`src/rtl/seg7_pkg.sv`:
```
// Shared constants for the result display: segment codes, blank digit code and FSM encoding.
package seg7_pkg;

    // Segment order {g,f,e,d,c,b,a}, active-low.
    localparam logic [6:0] SEG_BLANK = 7'h7F;
    localparam logic [6:0] SEG_MINUS = 7'h3F;
    localparam logic [3:0] BCD_BLANK = 4'hF;

    typedef enum logic [1:0] {
        IDLE    = 2'd0,
        CONVERT = 2'd1,
        DONE    = 2'd2
    } conv_state_t;

    function automatic logic [6:0] seg_decode(input logic [3:0] digit);
        logic [6:0] code;
        code = SEG_BLANK;
        case (digit)
            4'd0: code = 7'h40;
            4'd1: code = 7'h79;
            4'd2: code = 7'h24;
            4'd3: code = 7'h30;
            4'd4: code = 7'h19;
            4'd5: code = 7'h12;
            4'd6: code = 7'h02;
            4'd7: code = 7'h78;
            4'd8: code = 7'h00;
            4'd9: code = 7'h10;
            default: code = SEG_BLANK;
        endcase
        return code;
    endfunction

endpackage

```
`src/rtl/bin8_to_bcd_seq.sv`:
```
// Sequential 8-bit binary to 3-digit BCD converter (shift-add-3), with sign/magnitude capture.
module bin8_to_bcd_seq
    import seg7_pkg::*;
(
    input  logic       clk,
    input  logic       rst_n,
    input  logic [7:0] value,
    input  logic       signed_mode,
    input  logic       load,
    output logic       busy,
    output logic       done,
    output logic       neg,
    output logic [3:0] hundreds,
    output logic [3:0] tens,
    output logic [3:0] ones
);

    conv_state_t state, state_nxt;
    logic [7:0]  mag;
    logic [11:0] bcd;
    logic [11:0] bcd_adj;
    logic [2:0]  shift_cnt;

    // NOTE: sequential state uses non-blocking assignments so every register samples pre-edge values.
    always_ff @(posedge clk or negedge rst_n) begin
        if (!rst_n) state <= IDLE;
        else        state <= state_nxt;
    end

    // NOTE: default assignment first keeps this block free of inferred latches.
    always_comb begin
        state_nxt = state;
        case (state)
            IDLE:    if (load) state_nxt = CONVERT;
            CONVERT: if (shift_cnt == 3'd7) state_nxt = DONE;
            DONE:    state_nxt = IDLE;
            default: state_nxt = IDLE;
        endcase
    end

    always_comb begin
        bcd_adj = bcd;
        for (int i = 0; i < 3; i++) begin
            if (bcd[4*i +: 4] >= 4'd5) bcd_adj[4*i +: 4] = bcd[4*i +: 4] + 4'd3;
        end
    end

    always_ff @(posedge clk or negedge rst_n) begin
        if (!rst_n) begin
            mag       <= '0;
            bcd       <= '0;
            shift_cnt <= '0;
            neg       <= 1'b0;
        end else if (state == IDLE && load) begin
            // Negative two's complement values are shown as sign plus magnitude; 0x80 yields 128.
            if (signed_mode && value[7]) begin
                mag <= ~value + 8'd1;
                neg <= 1'b1;
            end else begin
                mag <= value;
                neg <= 1'b0;
            end
            bcd       <= '0;
            shift_cnt <= '0;
        end else if (state == CONVERT) begin
            {bcd, mag} <= {bcd_adj, mag} << 1;
            shift_cnt  <= shift_cnt + 3'd1;
        end
    end

    assign busy     = (state != IDLE);
    assign done     = (state == DONE);
    assign hundreds = bcd[11:8];
    assign tens     = bcd[7:4];
    assign ones     = bcd[3:0];

endmodule

```
`src/rtl/seg7_result_display.sv`:
```
// Shows the 8-bit calculator result in decimal on a 4-digit multiplexed common-anode display.
module seg7_result_display
    import seg7_pkg::*;
#(
    parameter int REFRESH_BITS = 18
) (
    input  logic       clk,
    input  logic       rst_n,
    input  logic [7:0] value,
    input  logic       signed_mode,
    input  logic       load,
    output logic       busy,
    output logic [6:0] seg,
    output logic [3:0] an,
    output logic       dp
);

    localparam logic [REFRESH_BITS-1:0] CNT_ONE = 1;

    logic                    done;
    logic                    neg;
    logic [3:0]              hundreds, tens, ones;
    logic [3:0]              dig_h, dig_t, dig_o;
    logic                    sign_q;
    logic [REFRESH_BITS-1:0] cnt;
    logic [1:0]              sel;
    logic [6:0]              seg_nxt;
    logic [3:0]              an_nxt;

    bin8_to_bcd_seq u_conv (
        .clk         (clk),
        .rst_n       (rst_n),
        .value       (value),
        .signed_mode (signed_mode),
        .load        (load),
        .busy        (busy),
        .done        (done),
        .neg         (neg),
        .hundreds    (hundreds),
        .tens        (tens),
        .ones        (ones)
    );

    // Display digits change only on the commit cycle, so a running conversion never shows partial results.
    always_ff @(posedge clk or negedge rst_n) begin
        if (!rst_n) begin
            dig_h  <= BCD_BLANK;
            dig_t  <= BCD_BLANK;
            dig_o  <= BCD_BLANK;
            sign_q <= 1'b0;
        end else if (done) begin
            dig_h  <= (hundreds == 4'd0) ? BCD_BLANK : hundreds;
            dig_t  <= (hundreds == 4'd0 && tens == 4'd0) ? BCD_BLANK : tens;
            dig_o  <= ones;
            sign_q <= neg;
        end
    end

    assign sel = cnt[REFRESH_BITS-1 -: 2];

    always_comb begin
        seg_nxt = SEG_BLANK;
        an_nxt  = 4'hF;
        case (sel)
            2'd0: begin seg_nxt = seg_decode(dig_o); an_nxt = 4'b1110; end
            2'd1: begin seg_nxt = seg_decode(dig_t); an_nxt = 4'b1101; end
            2'd2: begin seg_nxt = seg_decode(dig_h); an_nxt = 4'b1011; end
            default: begin
                seg_nxt = sign_q ? SEG_MINUS : SEG_BLANK;
                an_nxt  = 4'b0111;
            end
        endcase
    end

    always_ff @(posedge clk or negedge rst_n) begin
        if (!rst_n) begin
            cnt <= '0;
            seg <= SEG_BLANK;
            an  <= 4'hF;
        end else begin
            cnt <= cnt + CNT_ONE;
            seg <= seg_nxt;
            an  <= an_nxt;
        end
    end

    assign dp = 1'b1;

endmodule

```
`config.mk`:
```
export PLATFORM = sky130hd
export DESIGN_NAME = seg7_result_display
export DESIGN_NICKNAME = d
export VERILOG_FILES = /design/src/rtl/seg7_pkg.sv /design/src/rtl/bin8_to_bcd_seq.sv /design/src/rtl/seg7_result_display.sv
export SDC_FILE = /design/constraint.sdc
export NUM_CORES = 1
export LEC_CHECK = 0
export ABC_CLOCK_PERIOD_IN_PS = 1800
export BUFFER_PORTS_ARGS = -buffer_cell sky130_fd_sc_hd__buf_4
export CORE_MARGIN = 1
export CORE_UTILIZATION = 45
export DETAILED_ROUTE_END_ITERATION = 8
export GPL_TIMING_DRIVEN = 0
export PLACE_DENSITY = 0.72
export SYNTH_ARGS = -nofsm -noshare
export SYNTH_HDL_FRONTEND = slang
export SYNTH_HIERARCHICAL = 1
export SYNTH_SLANG_ARGS = --single-unit
```
`constraint.sdc`:
```
create_clock -name clk -period 1.8 [get_ports clk]
set_input_delay 0.09 -clock clk [delete_from_list [all_inputs] [get_ports clk]]
set_output_delay 0.09 -clock clk [all_outputs]
set_load 0.01 [all_outputs]
```
==> results of run 1 <==
==> area by class of cell <==
type	count	area [um^2]
flip-flops and latches	68	1730
multi-input cells	261	1850
inverters	23	86.3
well taps	102	128
fillers	672	3590
plain buffers	16	80.1
clock buffers	9	124
clock inverters	7	123
repair buffers	24	183
==> flip-flops by register name, summed over array words and instances, names as in the netlist <==
signal and count:
seg 7, dig_h 4, sign_q 1, u_conv/bcd 12
dig_t 4, u_conv/neg 1, dig_o 4, u_conv/state 2
an 4, cnt 18, u_conv/shift_cnt 3, u_conv/mag 8
==> synthesized netlist by cell type, drive strengths merged, types with 2 or more instances <==
cell type	number
nor2b	8
mux2	3
o22a	4
nand2b	6
a22oi	4
dfstp	23
inv	23
xnor2	17
o21ai	24
ha	28
or2	2
nand3b	2
o31ai	7
nor4	4
a32o	3
mux2i	8
a21o	2
a22o	2
a21oi	22
clkbuf	4
nand4	4
and2	2
a211o	2
buf	12
dfrtp	45
nor2	24
xor2	9
nand2	33
nand3	7
o22ai	5
and3	6
nor3b	2
a31oi	5
o211ai	3
==> worst max-delay path, cell delays in order (launching register included) <==
cell	delay, ns
dfstp_2	0.58
inv_1	0.10
ha_1	0.18
nor2b_1	0.14
a211o_1	0.29
a22oi_2	0.17
o211ai_1	0.12
==> path summary, 6_finish.rpt <==
kind / startpoint / endpoint / cells past startpoint
min in group asynchronous: rst_n / cnt[15] / 2
max in group asynchronous: rst_n / cnt[4] / 2
worst min-delay path: value[7] / u_conv/mag[7] / 3
worst min register to register: cnt[0] / cnt[0] / 1
worst max-delay path: dig_h[1] / seg[0] / 6
worst max register to register: dig_h[1] / seg[0] / 6
==> metal layers <==
metal / routed length (um) / vias to the layer above
met1: 3130 / 1334
met5: 0 / -
met3: 303 / 17
li1: - / 1360
met4: 169 / 0
met2: 3390 / 61
==> cells in the final DEF (no fill, tap or decap), types with 2 or more instances in the layout <==
master,Yosys,layout
o22ai_1,5,5
a31oi_1,5,5
buf_4,2,25
nand2_1,33,33
a21o_1,2,2
ha_1,28,28
nor4_1,3,3
nor2b_1,8,8
nand3_1,7,7
buf_2,10,10
and2_1,2,2
o31ai_1,7,7
mux2i_1,8,8
a211o_1,2,2
bufinv_16,0,3
a21oi_1,21,21
o22a_1,4,4
o211ai_1,3,3
nand4_1,2,2
nand2b_1,6,6
dfrtp_1,45,45
dfstp_2,23,23
xnor2_1,17,17
clkbuf_8,0,9
o21ai_0,24,24
a22oi_1,4,3
nor2_1,23,23
a32o_1,3,3
xor2_1,9,9
nand3b_1,2,2
or2_2,2,2
clkinvlp_4,0,2
inv_6,0,2
nor3b_1,2,2
and3_1,5,5
inv_1,23,23
clkbuf_1,4,4
mux2_2,3,3
a22o_1,2,2
==> per-stage QoR <==
step	total power, mW	util	std cells
3_5_place_dp	5.31	0.512	493
6_report	6.88	0.545	510
2_1_floorplan	4.56	-	368
4_1_cts	6.90	0.545	510
5_1_grt	7.41	0.545	510
3_3_place_gp	5.20	0.512	493
==> power groups by stage <==
| stage | clock network (mW) | logic [mW] | registers [mW] |
|---|---|---|---|
| floorplan | 0 | 2.06 | 2.50 |
| global placement | 0 | 2.65 | 2.55 |
| detailed placement | 0 | 2.74 | 2.57 |
| CTS | 1.59 | 2.77 | 2.54 |
| global route | 1.66 | 3.14 | 2.61 |
| finish | 1.56 | 2.78 | 2.54 |
==> kinds of logic (layout without fill, tap and decap cells) <==
family	count (synthesis)	in the layout	synth area share
xor+xnor	26	26	0.0609
buf+inv	39	79	0.0445
flops	68	68	0.463
mux	11	11	0.0305
fa+ha+maj	28	28	0.0937
simple gates	102	102	0.143
other cells	1	1	0.00100
compound gates	93	93	0.163
==> repair_timing <==
action                                 in CTS  in global routing
gates resized for setup                     0                  1
endpoints found under the hold margin      45                  0
hold buffers                                1                  0
setup endpoints to repair                   0                  1
==> summary by stage, run 1 <==
Power
The net switching power is 2.54 mW. The power density over the cells is 1600 nW/um^2. Of the total power, combinational logic draws 0.405. The leakage dissipation is 1.97 nW. The clock network fraction of total power is 0.226. The peak supply drop is 0.778 mV.

The internal cell power is 4.34 mW. The sequential cell fraction of total power is 0.369. The switching part of the total is 0.370.

Clocking
The deepest clock path buffer count is 2. The clock-pin slew on the worst setup and hold paths is around 0.08 ns. The clock reaches the later pin of the worst-skew pair after about 0.34 ns.

TritonCTS built the clock tree. The cell sitting at the root of the clock tree is a clkbuf_8. The number of sinks driven by the clock tree is 68. The setup fix buffers added after clock tree synthesis is 0.

The H-tree depth is 3. The TritonCTS buffer count is 9.

Yosys
The average instance in the mapped netlist occupies just over 10 um^2. The largest area contributor in the netlist is dfrtp_1. The cell area after synthesis is 3740 um^2.

The post-synthesis instance total is approximately 370. The number of warnings printed during yosys synthesis is 6. In this run, distinct cell masters in the synthesized netlist total 54. For this run, asynchronously set or reset flops after synthesis account for 1.00. The number of enable flip-flop cells after synthesis is 0. The share of the synthesized area in the top cell type is 0.301. Yosys attributes the largest share of cell area to dfrtp_1, dfstp_2, ha_1. Synthesis inferred 68 register bits.

The proportion of synthesized chip area in sequential cells is 0.463. The number of nets handed over by synthesis was roughly 400. The most common flop cell mapped by yosys is dfrtp_1.

Placed design
At the placement stage, the worst setup path has a slack of between 0.08 and 0.09 ns. The placed instances occupy a cell area of 4040 um^2. Buffers placed on the I/O ports in this run total 23. Summed over all nets, the half-perimeter wirelength after detailed placement is 4920 um. The congestion estimate from routability-driven global placement came to 0.854.

Timing
The post-route setup TNS is 0 ns. The final setup violation count is 0. The final clock skew is ~0.0080 ns. The shortest period the worst path allows is about 1.7 ns.

The post-layout worst setup margin is 0.125 ns. The count of pins over their slew limit was 0. Across all hold checks on the routed design, the worst slack comes to 0.0139 ns.

The worst max-slew margin expressed relative to the limit is 0.457. Setup repair after global routing left no endpoint under its margin. Derived from the worst setup path, the maximum achievable clock frequency is 597 MHz.

The slew of the pin with the lowest slew margin is 0.815 ns. The count of final hold-check violations is 0. Of the available clock period, the critical path in the final layout requires 0.931.

Routing
The detail route stage leaves a number of antenna-violating nets equal to 0. For this block, the via count after detailed routing is 2,772. The first-iteration detailed-routing DRC count is 118. The total wire length after detailed routing is 6990 um. Before antenna repair, the detailed router went through 4 iterations. For this run, design rule violations remaining after detail routing come to 0.

Dividing the detail-routed wire length by the instance count gives 13.7 um. The post-detailed-route via-to-cell ratio is 5.44.

Outcome
The run finished with clean final reports.

Global routing
The total routing usage reported by global routing is 0.179. The met3 routing resource usage after global routing is 0.0358. The pin count of the biggest net entering global routing is 69. The total overflow left after global routing is 0. The via count of the first global-routing pass is 2,641. In this run the most used layer during global routing was met2.

For met1 alone, demand over resource in global routing was 0.217. For met2 alone, demand over resource in global routing was 0.304. The initial antenna violation count is 0. The first global-routing pass estimated 12,200 um of wire.

Floorplan
For this configuration, the core starts out at a cell density of 0.474. The die covers 8680 um^2. The number of placement rows is 32.

The count of boundary I/O pins is 25. The height of the die is 93.2 um. The core footprint is 7890 um^2.

The width of the die is approximately 93 um.

Cells and area
The fraction of final layout cells sized beyond drive strength 1 is 0.216. The finished cells cover 4300 um^2. The relative area change from synthesis to final layout is 15.0%. The final antenna diode count is 0. At the end of the flow, the number of nets in the layout was 443.

Job
The max-cap violation count is 0.

Setup path
STA classifies the critical path endpoint as a register. The startpoint class of the critical path is a register. The path type of the worst setup path is reg2reg. Of all nets on the critical path, the largest fanout is 6. The arrival time at the worst endpoint is 1.94 ns. In this run the register-to-register setup slack is 0.13 ns. Data on the critical path is required at its endpoint by 2.06 ns.

Min path
The tightest min-delay check is of the in2reg type.
Power figures use the tool's default switching activity.
==> run 2, diff against run 1 <==
--- a/config.mk
+++ b/config.mk
@@ -5,12 +5,13 @@
 export SDC_FILE = /design/constraint.sdc
 export NUM_CORES = 1
 export LEC_CHECK = 0
-export ABC_CLOCK_PERIOD_IN_PS = 1800
+export ABC_CLOCK_PERIOD_IN_PS = 1740
 export BUFFER_PORTS_ARGS = -buffer_cell sky130_fd_sc_hd__buf_4
 export CORE_MARGIN = 1
 export CORE_UTILIZATION = 45
 export DETAILED_ROUTE_END_ITERATION = 8
 export GPL_TIMING_DRIVEN = 0
+export HOLD_SLACK_MARGIN = 0.05
 export PLACE_DENSITY = 0.72
 export SYNTH_ARGS = -nofsm -noshare
 export SYNTH_HDL_FRONTEND = slang
==> constraint.sdc (replaced) <==
create_clock -name clk -period 1.74 [get_ports clk]
set_input_delay 0.087 -clock clk [delete_from_list [all_inputs] [get_ports clk]]
set_output_delay 0.087 -clock clk [all_outputs]
set_load 0.01 [all_outputs]
==> summary by stage, run 2 (synthesized netlist as in run 1, its figures left out) <==
Clocking
The clock-pin slew on the worst setup and hold paths is 0.08 ns (about the same). The TritonCTS buffer count is 9 (unchanged). The H-tree depth is 3 (unchanged). TritonCTS built the clock tree.

The number of sinks driven by the clock tree is 68 (unchanged). The deepest clock path buffer count was 2 (unchanged). The root cell of the clock tree is clkbuf_8.

The insertion delay of the later-clocked pin in the worst-skew pair came to 0.34 ns (about the same).

Min path
The path with the worst hold slack has its endpoint at u_conv/mag[5]. The type of the tightest min-delay check is in2reg. The number of instances on the worst hold path is 3 (unchanged).

The startpoint identified for the worst hold timing path is value[5].

Global routing
The leftover overflow at the end of global routing was 0 (unchanged). The total routing usage reported by global routing is 0.180 (+0.000700). The wire length of the first global-routing pass is 12,200 um (+0.40%). The via count of the first global-routing pass is 2,657 (+0.61%).

The initial antenna violation count was 0 (unchanged). The pin count of the biggest net entering global routing is 69 (unchanged).

Power
The internal cell power is 4.50 mW (+3.8%). The leakage dissipation is 1.98 nW (+0.82%). The post-route total power is 7.16 mW (+4.1%). The switching part of the total is 0.371 (+0.00184). The power share of the combinational group is 0.407 (+0.002). The net switching power is 2.66 mW (+4.6%). The power density over the cells is 1650 nW/um^2 (+3.1%). The peak supply drop is 0.802 mV (+3.1%). The sequential cell fraction of total power is 0.369 (about the same). The clock network fraction of total power is 0.225 (about the same).

Timing
The count of final hold-check violations was 0 (unchanged). The slew of the pin with the lowest slew margin came to 0.815 ns (+0.000162 ns). The final setup violation count came to 0 (unchanged). The final cycle utilization of the critical path is 0.948 (+0.0178). The worst max-slew margin expressed relative to the limit is 0.457 (about the same). The shortest period the worst path allows is 1.65 ns (-0.0249 ns).

The post-route setup TNS was 0 ns (unchanged). The peak clock frequency supported by timing is 606 MHz (+1.5%). The final clock skew is 0.00717 ns (-0.000837 ns). Setup repair after global routing left no endpoint under its margin.

The count of pins over their slew limit is 0 (unchanged).

Routing
The first-iteration detailed-routing DRC count came to 116 (-1.7%). The detailed-router iteration count before antenna repair is 4 (unchanged). The average routed wire per standard cell is 13.8 um (+0.62%). The count of antenna-violating nets left after detailed routing is 0 (unchanged). The total wire length after detailed routing came to 7080 um (+1.2%). The post-detailed-route via-to-cell ratio is 5.39 (-0.87%). The total number of vias is 2,764 (-0.29%). The remaining design rule violation count is 0 (unchanged).

Setup path
The worst setup path is launched from a register. The launching point of the worst reg2reg path is dig_h[1]. The kind of cell with the highest combined delay on the critical path is flip-flops. The delay of the slowest cell on the worst path is 0.59 ns (about the same). The path type of the worst setup path is reg2reg. The arrival time at the worst endpoint is 1.91 ns (-0.03 ns). The top fanout value on the critical path is 6 (unchanged). The number of buffers and inverters on the critical path is 1 (unchanged). The endpoint identified for the worst register-to-register timing path is seg[0]. The signal on the critical path passes through inv_2 -> ha_1 -> nor2b_1 -> a211o_1 -> a22oi_2 -> o211ai_1. The register-to-register path setup slack came to 0.09 ns (-0.04 ns). The type of element capturing the critical path is a register. The path length in cells of the critical path came to 6 (unchanged). The highest-delay cell along the critical path is dfstp_2. The cell count of the worst reg-to-reg path is 6 (unchanged).

The critical path data required time is 2.00 ns (-0.06 ns).

Cells and area
The number of flip-flops in the largest register is 18 (unchanged). The final antenna diode count came to 0 (unchanged). The count of filler cells inserted in the layout is 673 (+0.15%). The area used by sequential logic in the layout came to 1730 um^2 (unchanged). The fraction of final layout cells sized beyond drive strength 1 is 0.226 (+0.0106). The library cells used most frequently in the layout, excluding fill and tap cells, are dfrtp_1, nand2_1, ha_1.

cnt holds more flip-flops than any other register. The largest registers in the layout are cnt x18, u_conv/bcd x12, u_conv/mag x8. The relative area change from synthesis to final layout is 16.2%.

The leading cell type in the layout, fill and taps excluded is dfrtp_1. The layout net count is 446 (+0.68%). The area occupied by multi-input gates came to 1860 um^2 (+0.61%).

Job
The max-cap violation count is 0 (unchanged).

Floorplan
The floorplan die area is 8680 um^2 (unchanged). The number of placement rows is 32 (unchanged). The height of the die is 93.2 um (unchanged). The width of the die came to 93.2 um (unchanged). The core footprint was 7890 um^2 (unchanged). The initial standard-cell utilization of the core is 0.474 (unchanged). The count of boundary I/O pins was 25 (unchanged).

Placed design
The sum of net half-perimeters after detailed placement was 4920 um (unchanged). The number of buffers added on ports is 23 (unchanged). The global placement routability congestion is 0.854 (unchanged).

Outcome
The run finished with clean final reports.
run 2: final cells by class:
class	instances	share of cell area
inverter	23	0.0199
multi-input combinational	261	0.428
tap	102	0.0294
sequential	68	0.398
clock buffer	9	0.0285
buffer	16	0.0187
clock inverter	7	0.0282
timing repair buffer	27	0.0490
run 2: what timing repair did:
| item | 4_1_cts | 5_1_grt |
|---|---|---|
| buffers inserted | 0 | 0 |
| setup endpoints to repair | 0 | 8 |
| gates resized for setup | 0 | 7 |
| hold endpoints to repair | 48 | 0 |
| hold buffers | 4 | 0 |
run 2: power by group through the flow:
stage,Clock [mW],Combinational [mW],Sequential (mW)
2_1_floorplan,0,2.13,2.59
3_3_place_gp,0,2.75,2.63
3_5_place_dp,0,2.83,2.66
4_1_cts,1.65,2.87,2.63
5_1_grt,1.71,3.27,2.71
6_report,1.61,2.91,2.64
run 2: metrics by stage:
stage          std cells  setup slack, ns   util  hold slack, ns  instance area [um^2]
2_1_floorplan        368            0.224      -          -0.209                  3740
3_3_place_gp         493           0.0696  0.512           0.240                  4040
3_5_place_dp         493           0.0255  0.512           0.246                  4040
4_1_cts              513           0.0106  0.548          0.0563                  4330
5_1_grt              513           0.0173  0.551          0.0702                  4340
6_report             513           0.0899  0.551          0.0617                  4340
run 2: how the worst max path moves through the flow:
stage / from / end
CTS: dig_h[1] / seg[0]
finish: dig_h[1] / seg[0]
global route: dig_h[1] / seg[0]
global placement: dig_h[1] / seg[0]
floorplan: u_conv/bcd[0] / u_conv/bcd[2]
detailed placement: dig_h[1] / seg[0]
run 2: worst reg2reg max path: stages, from the launching register on:
cell and delay (ns):
dfstp_2 0.59, inv_2 0.07, ha_1 0.17, nor2b_1 0.14, a211o_1 0.30, a22oi_2 0.17, o211ai_1 0.12
run 2: routing by layer:
metal,share of wire,vias up,wire length (um),track usage
met3,0.031,16,220,0.0358
met5,0,-,0,0
met4,0.026,0,185,0.0846
li1,-,1362,-,-
met2,0.49,56,3450,0.306
met1,0.45,1330,3220,0.217
